==> src/rtl/video_writer.sv <==
// Text-mode video memory writer: cursor-addressed character writes plus
// whole-screen fill and single-row clear, one cell per clock.

`ifndef TEXTCOLS_CHAR
`define TEXTCOLS_CHAR 80
`endif
`ifndef TEXTROWS_CHAR
`define TEXTROWS_CHAR 30
`endif
`ifndef TEXTCOLS_RANGE
`define TEXTCOLS_RANGE [6:0]
`endif
`ifndef TEXTROWS_RANGE
`define TEXTROWS_RANGE [4:0]
`endif
`ifndef CHARATTR_RANGE
`define CHARATTR_RANGE [15:0]
`endif

module video_writer #(
  parameter int COLS = `TEXTCOLS_CHAR,
  parameter int ROWS = `TEXTROWS_CHAR
) (
  input  logic                 clk,
  input  logic                 reset,
  input  logic                 cmd_valid,
  output logic                 cmd_ready,
  input  logic [2:0]           cmd_op,
  input  logic `TEXTCOLS_RANGE cmd_x,
  input  logic `TEXTROWS_RANGE cmd_y,
  input  logic `CHARATTR_RANGE cmd_value,
  input  logic `CHARATTR_RANGE cmd_mask,
  output logic                 cmd_error,
  output logic                 busy,
  output logic `TEXTCOLS_RANGE cursor_x,
  output logic `TEXTROWS_RANGE cursor_y,
  output logic                 video_write,
  output logic [15:0]          video_address,
  output logic `CHARATTR_RANGE video_value,
  output logic `CHARATTR_RANGE video_mask
);

  typedef logic `TEXTCOLS_RANGE col_t;
  typedef logic `TEXTROWS_RANGE row_t;
  typedef logic `CHARATTR_RANGE word_t;

  typedef enum logic [0:0] {StIdle, StFill} state_t;

  localparam logic [2:0] OpNop      = 3'd0;
  localparam logic [2:0] OpSetpos   = 3'd1;
  localparam logic [2:0] OpPutchar  = 3'd2;
  localparam logic [2:0] OpFill     = 3'd3;
  localparam logic [2:0] OpClearRow = 3'd4;

  localparam logic [15:0] CellsLast = 16'(COLS * ROWS - 1);
  localparam logic [15:0] ColsW     = 16'(COLS);
  localparam col_t        XLast     = col_t'(COLS - 1);
  localparam row_t        YLast     = row_t'(ROWS - 1);

  state_t      state_q, state_d;
  col_t        cursor_x_q, cursor_x_d;
  row_t        cursor_y_q, cursor_y_d;
  logic [15:0] cur_addr_q, cur_addr_d;
  logic [15:0] fill_end_q, fill_end_d;
  logic        write_q, write_d;
  logic [15:0] vaddr_q, vaddr_d;
  word_t       vvalue_q, vvalue_d;
  word_t       vmask_q, vmask_d;
  logic        error_q, error_d;
  logic [15:0] row_start;
  logic [15:0] setpos_addr;

  // Start of the cursor's row, derived from the address counter rather than y*COLS.
  assign row_start = cur_addr_q - 16'(cursor_x_q);

  // Constant-coefficient product, only used to reload the counter on SETPOS.
  assign setpos_addr = 16'(int'(cmd_y) * COLS + int'(cmd_x));

  assign cmd_ready     = (state_q == StIdle);
  assign busy          = (state_q == StFill);
  assign cursor_x      = cursor_x_q;
  assign cursor_y      = cursor_y_q;
  assign cmd_error     = error_q;
  assign video_write   = write_q;
  assign video_address = vaddr_q;
  assign video_value   = vvalue_q;
  assign video_mask    = vmask_q;

  // Next-state: command decode in IDLE, address sweep in FILL.
  always_comb begin
    state_d    = state_q;
    cursor_x_d = cursor_x_q;
    cursor_y_d = cursor_y_q;
    cur_addr_d = cur_addr_q;
    fill_end_d = fill_end_q;
    write_d    = 1'b0;
    vaddr_d    = vaddr_q;
    vvalue_d   = vvalue_q;
    vmask_d    = vmask_q;
    error_d    = 1'b0;
    unique case (state_q)
      StIdle: begin
        if (cmd_valid) begin
          case (cmd_op)
            OpNop: ;
            OpSetpos: begin
              if (int'(cmd_x) < COLS && int'(cmd_y) < ROWS) begin
                cursor_x_d = cmd_x;
                cursor_y_d = cmd_y;
                cur_addr_d = setpos_addr;
              end else begin
                error_d = 1'b1;
              end
            end
            OpPutchar: begin
              write_d  = 1'b1;
              vaddr_d  = cur_addr_q;
              vvalue_d = cmd_value;
              vmask_d  = cmd_mask;
              // Row-major layout: every advance is +1 except the full-screen wrap.
              if (cursor_x_q == XLast) begin
                cursor_x_d = '0;
                if (cursor_y_q == YLast) begin
                  cursor_y_d = '0;
                  cur_addr_d = '0;
                end else begin
                  cursor_y_d = cursor_y_q + row_t'(1);
                  cur_addr_d = cur_addr_q + 16'd1;
                end
              end else begin
                cursor_x_d = cursor_x_q + col_t'(1);
                cur_addr_d = cur_addr_q + 16'd1;
              end
            end
            OpFill: begin
              state_d    = StFill;
              write_d    = 1'b1;
              vaddr_d    = '0;
              vvalue_d   = cmd_value;
              vmask_d    = cmd_mask;
              fill_end_d = CellsLast;
            end
            OpClearRow: begin
              state_d    = StFill;
              write_d    = 1'b1;
              vaddr_d    = row_start;
              vvalue_d   = cmd_value;
              vmask_d    = cmd_mask;
              fill_end_d = row_start + ColsW - 16'd1;
            end
            default: error_d = 1'b1;
          endcase
        end
      end
      StFill: begin
        // The first cell was issued at acceptance; value/mask stay latched in the output regs.
        if (vaddr_q == fill_end_q) begin
          state_d = StIdle;
        end else begin
          write_d = 1'b1;
          vaddr_d = vaddr_q + 16'd1;
        end
      end
      default: state_d = StIdle;
    endcase
  end

  // State and registered outputs with synchronous active-low reset.
  always_ff @(posedge clk) begin
    if (!reset) begin
      state_q    <= StIdle;
      cursor_x_q <= '0;
      cursor_y_q <= '0;
      cur_addr_q <= '0;
      fill_end_q <= '0;
      write_q    <= 1'b0;
      vaddr_q    <= '0;
      vvalue_q   <= '0;
      vmask_q    <= '0;
      error_q    <= 1'b0;
    end else begin
      state_q    <= state_d;
      cursor_x_q <= cursor_x_d;
      cursor_y_q <= cursor_y_d;
      cur_addr_q <= cur_addr_d;
      fill_end_q <= fill_end_d;
      write_q    <= write_d;
      vaddr_q    <= vaddr_d;
      vvalue_q   <= vvalue_d;
      vmask_q    <= vmask_d;
      error_q    <= error_d;
    end
  end

endmodule

==> config.mk <==
export PLATFORM = sky130hd
export DESIGN_NAME = video_writer
export DESIGN_NICKNAME = d
export VERILOG_FILES = /design/src/rtl/video_writer.sv
export SDC_FILE = /design/constraint.sdc
export NUM_CORES = 1
export LEC_CHECK = 0
export ABC_AREA = 1
export CAP_MARGIN = 0
export CORE_MARGIN = 3
export CORE_UTILIZATION = 50
export DETAILED_ROUTE_END_ITERATION = 10
export GPL_TIMING_DRIVEN = 0
export PLACE_DENSITY = 0.77
export SKIP_CTS_REPAIR_TIMING = 1
export SYNTH_ARGS = -nofsm -noshare
export SYNTH_HDL_FRONTEND = slang
export SYNTH_SLANG_ARGS = --single-unit
==> constraint.sdc <==
create_clock -name clk -period 2.5 [get_ports clk]
set_input_delay 0.375 -clock clk [delete_from_list [all_inputs] [get_ports clk]]
set_output_delay 0.375 -clock clk [all_outputs]
set_load 0.01 [all_outputs]
# ---- Word level (Yosys, flattened, before mapping)
# Cells that the tools add are included.
# Widths: inputs -> output; s select.
dict set report totals {
  reg_bits 95
  in_bits 50
  output_inout_bits 64
  elab_cells 74
}
dict set report op_classes {
  add_sub_neg 8
  mul 1
  n_lt_le_gt_ge 2
  eq_ne 12
  mux 25
  n_bitwise 3
  n_reduce_logical 13
}
# operator n
set op_table {}
lappend op_table {{$pmux 16 s2} 3}
lappend op_table {{$mux 16} 5}
lappend op_table {{$pmux 16 s3} 1}
lappend op_table {{$add 16x1->16 const B} 2}
lappend op_table {{$add 16x7->16 const B} 1}
lappend op_table {{$eq 16x16->1} 1}
lappend op_table {{$sub 16x1->16 const B} 1}
lappend op_table {{$sub 16x7->16} 1}
lappend op_table {{$mux 5} 3}
lappend op_table {{$mux 7} 2}
lappend op_table {{$pmux 7 s2} 1}
lappend op_table {{$add 12x7->13} 1}
lappend op_table {{$pmux 5 s2} 1}
lappend op_table {{$reduce_and 3->1} 3}
lappend op_table {{$mul 5x3->8 const B} 1}
lappend op_table {{$ne 2x2->1 const B} 4}
lappend op_table {{$add 7x1->7 const B} 1}
lappend op_table {{$eq 7x7->1 const B} 1}
lappend op_table {{$lt 7x7->1 const B} 1}
lappend op_table {{$eq 3x2->1 const B} 2}
lappend op_table {{$mux 1} 6}
lappend op_table {{$pmux 1 s2} 3}
lappend op_table {{$reduce_or 3->1} 2}
lappend op_table {{$add 5x1->5 const B} 1}
lappend op_table {{other kinds (13)} 16}

# ---- Logic depth before layout (Yosys ltp)
# Gate-level depths: netlist of run 1.
dict set report logic_depth {
  depth_word 5
  ltp_mapped 19
  depth_no_buf 18
}

# ---- Least setup slack after synthesis of run 1
# Ideal clock, no wire load.
dict set report synth_timing {
  path_type {register to register}
  from {register cursor_x_q, in the netlist cursor_x[0]}
  to {register fill_end_q[11]}
  setup_time_ps 115
  arrival_ps 2171
  required_time_ps 2385
  setup_slack_ps 214
  stages_incl_launch_ff 16
  path_buffers 0
  period_less_slack_ps 2286
  cell_sequence {dfxtp_1 -> ha_1 -> inv_1 -> fa_1 -> nand3_1 -> nand3_2 -> nand2_1 -> nand2_1 -> nand2_1 -> nand2_1 -> nor2_1 -> nand2_2 -> nor2_4 -> xor2_1 -> o21ai_0 -> inv_1}
}
dict set report synth_via {
  elab_chain_len 4
}
# item line_no
set synth_rtl {}
lappend synth_rtl {{from (decl)} 61} ;# col_t cursor_x_q, cursor_x_d;
lappend synth_rtl {{from (signal assigned)} 183} ;# cursor_x_q <= cursor_x_d;
lappend synth_rtl {{$sub 16x7->16} 74} ;# assign row_start = cur_addr_q - 16'(cursor_x_q);
lappend synth_rtl {{$add 16x7->16} 149} ;# fill_end_d = row_start + ColsW - 16'd1;
lappend synth_rtl {{$sub 16x1->16} 149}
lappend synth_rtl {{$pmux 16 s2} 104} ;# case (cmd_op)
lappend synth_rtl {{to (signal assigned)} 186} ;# fill_end_q <= fill_end_d;
lappend synth_rtl {{to (decl)} 64} ;# logic [15:0] fill_end_q, fill_end_d;
# Every way passes these cells.
# A chain may end at the register's enable or synchronous reset.

# ---- Worst setup path in the final report of run 1
dict set report layout_timing {
  from {register cur_addr_q[0]}
  to {register fill_end_q[14]}
}
dict set report layout_via {
  elab_chain_len 4
}
# item line_no
set layout_rtl {}
lappend layout_rtl {{from (decl)} 63} ;# logic [15:0] cur_addr_q, cur_addr_d;
lappend layout_rtl {{from (signal assigned)} 185} ;# cur_addr_q <= cur_addr_d;
lappend layout_rtl {{$sub 16x7->16} 74}
lappend layout_rtl {{$add 16x7->16} 149}
lappend layout_rtl {{$sub 16x1->16} 149}
lappend layout_rtl {{$pmux 16 s2} 104}
# Every way passes these cells.

==> run_results.csv, run 1 <==
group,metric,value,unit
finish,layout_common_cells,"nand2_1, nor2_1, clkdlybuf4s50_1, o21ai_0, dfxtp_1",
logic_synthesis,synth_largest_area_cell,"dfxtp_1",
die,core_area,11700,sq um
placement,pre_cts_ws,-0.302,ns
logic_synthesis,synthArstFlopShare,0,%
placement,dp.cells,1173,
finish,register_area,1910,sq um
worst_setup_path,arrival,2.73,ns
pwr,swShare,35.5,%
timing,report.final.slew_viol_count,0,
timing,fin_crit,2.44,ns
die,die_x,116,um
grt,grt_pass1_wl,29.9,mm
clock_tree,cts_buffers,9,
worst_setup_path,r2r-end,"fill_end_q[14]$_SDFFE_PN0P_",
logic_synthesis,synth_edf_count,0,
worst_setup_path,worst_setup_path_end_kind,"register",
worst_setup_path,crit_start,"cur_addr_q[0]$_SDFFE_PN0P_",
worst_setup_path,crit_family,"simple AND/OR/NAND/NOR gates",
placement,hpwl,14.1,mm
run,maxCapViolCount,0,
grt,first_global_vias,6107,
finish,final_common_cell,"nand2_1",
timing,min_period_over_period,97.6,%
finish,final_net_count,1129,
timing,finalSetupViolCount,0,
worst_setup_path,path_class,"register to register",
worst_setup_path,start_kind,"register",
timing,finalWorstSetupSlack,0.0606,ns
worst_setup_path,critPathMaxFanout,5,
timing,rsz0062_at_grt,"true",
pwr,seq_power_share,36.1,%
die,die_area,13500,sq um
drt,via_count,6699,
finish,area_growth_syn_to_layout,32.3,%
pwr,pwr-share-comb,34.1,%
worst_setup_path,cp_num_buf_inv,3,
logic_synthesis,yosys-top-cells-area,"dfxtp_1, nand2_1, nor2_1, o21ai_0, inv_1",
logic_synthesis,yosys.area.top_type_share,31.2,%
placement,portBuffers,113,
die,rows,39,
clock_tree,cts.sinks,95,
drt,postRouteAntennaNets,0,
timing,max_clock_freq,410,MHz
pwr,p_switching,1.70,mW
finish,multi_input_area,3890,sq um
logic_synthesis,syn_inst,917,
timing,slew_headroom,56.3,%
timing,worst-slew-pin-transition,0.655,ns
finish,drive_gt1_share,12.4,%
worst_setup_path,cp_num_cells,16,
pwr,p_per_area,592,nW/um^2
timing,hold_viol,0,
logic_synthesis,yosysWarnings,0,
die,die_h,116,um
worst_setup_path,r2r_start,"cur_addr_q[0]$_SDFFE_PN0P_",
finish,diodes,0,
pwr,internal_power,3.08,mW
clock_tree,insertion_delay,0.36,ns
pwr,p_clk_share,29.7,%
worst_setup_path,cp_cell_sequence,"inv_4, ha_4, inv_4, fa_2, nand3_2, nand3_4, xor2_4, buf_6, nand3_4, nor2_2, nand2_1, nand2_2, nand2_1, nand2_1, nand3_2, a21oi_2",
worst_setup_path,required,2.79,ns
timing,timing.setup.tns,0,ns
clock_tree,path_clk_slew,0.07,ns
clock_tree,cts_root_buf,"clkbuf_16",
finish,fin_cells,1202,
finish,nFillCells,981,
pwr,cellLeakagePower,3.46,nW
worst_setup_path,cpMostUsedCell,"nand2_1",
logic_synthesis,ys_types,48,
die,start_util,52.2,%
pwr,vdd_drop_max,0.606,mV
worst_setup_path,max_stage_delay,0.43,ns
logic_synthesis,ys_seq_area_share,31.2,%
logic_synthesis,synth_nets,992,
drt,avgViaCountPerCell,5.57,
logic_synthesis,syn-cell-area,6090,sq um
logic_synthesis,syn_area_per_cell,6.64,sq um
worst_setup_path,endpoint,"fill_end_q[14]$_SDFFE_PN0P_",
worst_setup_path,reg2reg_depth,16,
clock_tree,cts_tree,"built",
timing,finClkSkew,0.00848,ns
grt,antenna_found_initial,0,
worst_setup_path,r2r_setup_slack,0.06,ns
die,boundaryPins,114,
logic_synthesis,ys_seq_elements,95,
clock_tree,clockBufferDepth,2,
grt,grt_max_degree,17,
drt,routedWlPerCell,15.7,um
drt,drt_wl_total,18.9,mm
drt,first_pass_iters,6,
finish,fin_util,69.1,%
logic_synthesis,synth-main-ff-cell,"dfxtp_1",
worst_setup_path,cp_slowest_cell,"fa_2",
drt,drt_iter0_drc,664,
clock_tree,h-tree-depth,3,
grt,grt_usage,27.8,%
grt,grt-ovfl-total,0,
placement,gp_congestion,0.937,
drt,drc,0,
status,status,"completed",
hold_path,hold_path_class,"register to register",
-- synth_stat cells, types with 8 or more instances --
cell / instances
a31oi_1: 12
or2_2: 12
nor2_1: 149
nand4_1: 10
nor3_1: 12
o21ai_0: 93
inv_1: 91
o22ai_1: 8
a21oi_1: 50
nand2_1: 159
xor2_1: 22
nand3_1: 66
inv_2: 11
ha_1: 22
dfxtp_1: 95
xnor2_1: 12
clkbuf_1: 25
nand2_2: 8
-- through the flow --
step | hold slack, ns | power [mW] | area, sq um
6_report | 0.483 | 4.77 | 8060
5_1_grt | 0.502 | 5.02 | 8060
4_1_cts | 0.486 | 4.58 | 7700
3_5_place_dp | 0.474 | 3.17 | 7400
3_3_place_gp | 0.459 | 3.15 | 7400
2_1_floorplan | 0.445 | 2.66 | 6090
-- layout make-up --
| type | instances | area share (%) |
|---|---|---|
| Sequential cell | 95 | 23.8 |
| Clock buffer | 10 | 2.84 |
| Timing Repair Buffer | 126 | 15.4 |
| Clock inverter | 6 | 0.854 |
| Multi-Input combinational cell | 687 | 48.3 |
| Inverter | 103 | 4.86 |
| Tap cell | 143 | 2.22 |
| Buffer | 32 | 1.80 |
-- cell families (layout without fill, tap and decap cells) --
kind of cell	count (synthesis)	count (layout)	synth area share (%)
AO/OA/AOI/OAI	197	197	18.8
buffers and inverters	135	277	8.69
AND/OR/NAND/NOR	430	430	30.7
flip-flops	95	95	31.2
adder cells (fa/ha/maj)	25	25	5.50
XOR/XNOR	35	35	5.16
-- worst min-delay path by stage --
stage,slack (ns),cells past startpoint,startpoint,endpoint
after floorplan,0.45,2,fill_end_q[12]$_SDFFE_PN0P_,fill_end_q[12]$_SDFFE_PN0P_
after global placement,0.46,2,fill_end_q[12]$_SDFFE_PN0P_,fill_end_q[12]$_SDFFE_PN0P_
after detailed placement,0.47,2,fill_end_q[10]$_SDFFE_PN0P_,fill_end_q[10]$_SDFFE_PN0P_
after CTS,0.49,2,fill_end_q[12]$_SDFFE_PN0P_,fill_end_q[12]$_SDFFE_PN0P_
after global routing,0.50,2,fill_end_q[12]$_SDFFE_PN0P_,fill_end_q[12]$_SDFFE_PN0P_
final,0.48,2,fill_end_q[15]$_SDFFE_PN0P_,fill_end_q[15]$_SDFFE_PN0P_
-- state kept, by name, indices dropped and copies added (netlist names) --
signal	count
cur_addr_q	16
video_address	16
video_value	16
video_write	1
busy	1
cursor_y	5
cursor_x	7
video_mask	16
cmd_error	1
fill_end_q	16
-- power by group through the flow --
stage	clock network, mW	logic, mW	registers, mW
CTS	1.42	1.43	1.72
finish	1.42	1.63	1.73
floorplan	0	0.886	1.77
detailed placement	0	1.42	1.76
global route	1.48	1.80	1.74
global placement	0	1.40	1.76
-- per-layer routing --
layer	routed length, um	GRT usage (%)	vias up
met5	0	0	-
met4	734	10.8	0
met3	1850	7.88	53
met2	8540	44.1	321
met1	7800	35.8	3012
li1	-	-	3313
-- worst reg2reg max path, delay by kind of cell, from the launching register on --
kind	cells	cell delay, ns
xor+xnor	1	0.29
fa+ha+maj	2	0.56
flops	1	0.35
simple gates	9	0.78
buf+inv	3	0.26
compound gates	1	0.13
Power figures use the tool's default switching activity.
==> run 2, diff against run 1 <==
--- a/config.mk
+++ b/config.mk
@@ -10,6 +10,7 @@
 export CORE_MARGIN = 3
 export CORE_UTILIZATION = 50
 export DETAILED_ROUTE_END_ITERATION = 10
+export GPL_ROUTABILITY_DRIVEN = 0
 export GPL_TIMING_DRIVEN = 0
 export PLACE_DENSITY = 0.77
 export SKIP_CTS_REPAIR_TIMING = 1
==> results of run 2 <==
The final DEF is identical to that of run 1; final timing and power are the same.
==> run 3, diff against run 2 <==
--- a/config.mk
+++ b/config.mk
@@ -9,6 +9,7 @@
 export CAP_MARGIN = 0
 export CORE_MARGIN = 3
 export CORE_UTILIZATION = 50
+export CTS_CLUSTER_DIAMETER = 60
 export DETAILED_ROUTE_END_ITERATION = 10
 export GPL_ROUTABILITY_DRIVEN = 0
 export GPL_TIMING_DRIVEN = 0
==> results of run 3 <==
The final DEF is identical to that of run 1; final timing and power are the same.
==> variant, RTL diff (settings of run 2) <==
Reset style: asynchronous (`reset`), changed in one clocked block. Comments in the files are not updated.
--- a/src/rtl/video_writer.sv
+++ b/src/rtl/video_writer.sv
@@ -166,7 +166,7 @@
   end
 
   // State and registered outputs with synchronous active-low reset.
-  always_ff @(posedge clk) begin
+  always_ff @(posedge clk or negedge reset) begin
     if (!reset) begin
       state_q    <= StIdle;
       cursor_x_q <= '0;
Formal check against the unedited RTL: differs if reset is asserted again (counterexample within 4 cycles, from zero or initial values and one cycle with reset low); with reset held inactive, the same outputs for 4 cycles.
==> variant against run 2 <==
- worst setup slack gained 0.069 ns
- final area grew 2.5%
- maximum frequency grew 2.9%
- sequential cell count is the same
- synthesized area grew 6.1%
- routed wire length shrank 10%
- highest routed layer unchanged
Power is not compared: it rests on default switching activity, and its combinational part moved more than twofold at a synthesized area within 25%.
==> variant: results (changes against run 2) <==
* Post-Layout Cell Count at 1213 (+0.92%)
* Placed inst area at 7820 um2 (+5.6%)
* Drt pass-1 iters at 5 (-1)
* NumNets Final at 1115 (-1.2%)
* Routing usage on met1 at 0.312 (-0.0458)
* Post-Syn Nets at 985 (-0.71%)
* CP startpoint: cur_addr_q[0]
* Worst-path maximum fanout at 5 (unchanged)
* Pwr Density at 385 nW/um2
* R2r setup slk at 0.13 ns (+0.07 ns)
* Slew Limit Headroom at 0.511 (-0.0523)
* Clk slew on worst S/H paths at 0.07 ns (about the same)
* WL met2 at 8420 um (-1.3%)
* Switch Pwr at 0.720 mW
* Vias in the first global route at 5948 (-2.6%)
* Hold/Removal Path Class: in -> async
* Met3 WL at 916 um (-50%)
* Mux contribution to synthesized area at 0 (unchanged)
* Routed len/inst at 14.0 um (-11%)
* Met3 GRT Util at 0.0504 (-0.0283)
* Crit end category: flip-flop
* Met2 Use GR at 0.415 (-0.0260)
* Pre-CTS setup slack at -0.254 ns (+0.0476 ns)
* Initial antenna violation count at 0 (unchanged)
* DR vias/cell at 5.23 (-6.1%)
* Sequential share of the synthesized area at 0.368 (+0.0558)
* Largest net degree at the start of global routing at 58 (+41)
* Fmax at 422 MHz (+2.9%)
* R2R cell count at 15 (-1)
* Top_reg_cell synth: dfrtp_1
* GRT Util Overall at 0.243 (-0.0351)
* Synth cell types at 44 (-8.3%)
* Compound-Gate Fraction of Synth Area at 0.115 (-0.0723)
* Worst Path Arrival at 2.62 ns (-0.11 ns)
* DRT iter0 DRCs at 417 (-37%)
* XOR/XNOR share of the synthesized area at 0.0432 (-0.00837)
* Status: complete, no violations
* TNS Setup at 0 ns (unchanged)
* Worst hold margin at 0.0818 ns (-0.401 ns)
* Synth async-reset ratio at 1.00 (+1.00)
* Share of layout cells above drive strength 1 at 0.118 (-0.00600)
* Adder-cell share of the synthesized area at 0.0519 (-0.00314)
* Commonest cells post-synth: nand2_1 (300), dfrtp_1 (95), inv_1 (94)
* Dpl hpwl at 13100 um (-6.4%)
* Largest cells by area after synthesis: dfrtp_1 (37%), nand2_1 (17%), inv_1 (5.5%), ha_1 (4.3%), nand3_1 (4.2%)
* Worst r2r dst: fill_end_q[15]
* M1 WL at 7440 um (-4.6%)
* Worst Skew at 0.00633 ns (-0.00215 ns)
* H-tree depth at 3 (unchanged)
* Cell family with most CP delay: simple AND/OR/NAND/NOR gates
* Post-Syn Area per Cell at 7.10 um2 (+6.9%)
* First-pass GRT wire length at 28300 um (-5.3%)
[variant: changes by cell type after synthesis, moves of 19 or more]
cell,change
dfxtp_1,-95
o21ai_0,-65
nor2_1,-89
a21oi_1,-32
inv_2,+19
dfrtp_1,+95
o21ai_1,+23
nand2_1,+141
[variant: worst reg2reg max path, stage by stage, from the launching register on]
cell and delay, ns:
dfrtp_1 0.42, inv_2 0.07, ha_1 0.14, inv_2 0.06, fa_2 0.43, or2_0 0.21
nand2_1 0.08, nor2_1 0.06, nand3_1 0.12, nand3_2 0.13, nand2_2 0.14, nand2_4 0.07
nor2_4 0.13, nand3_1 0.08, nand3_1 0.09, nand2_1 0.05
[variant: cell type report]
type | instances | area [um2]
Tap cell | 168 | 210
Clock buffer | 13 | 250
Fill cell | 1083 | 4050
Sequential cell | 95 | 2380
Buffer | 21 | 100
Inverter | 127 | 479
Clock inverter | 3 | 42.5
Timing Repair Buffer | 120 | 1200
Multi-Input combinational cell | 666 | 3600
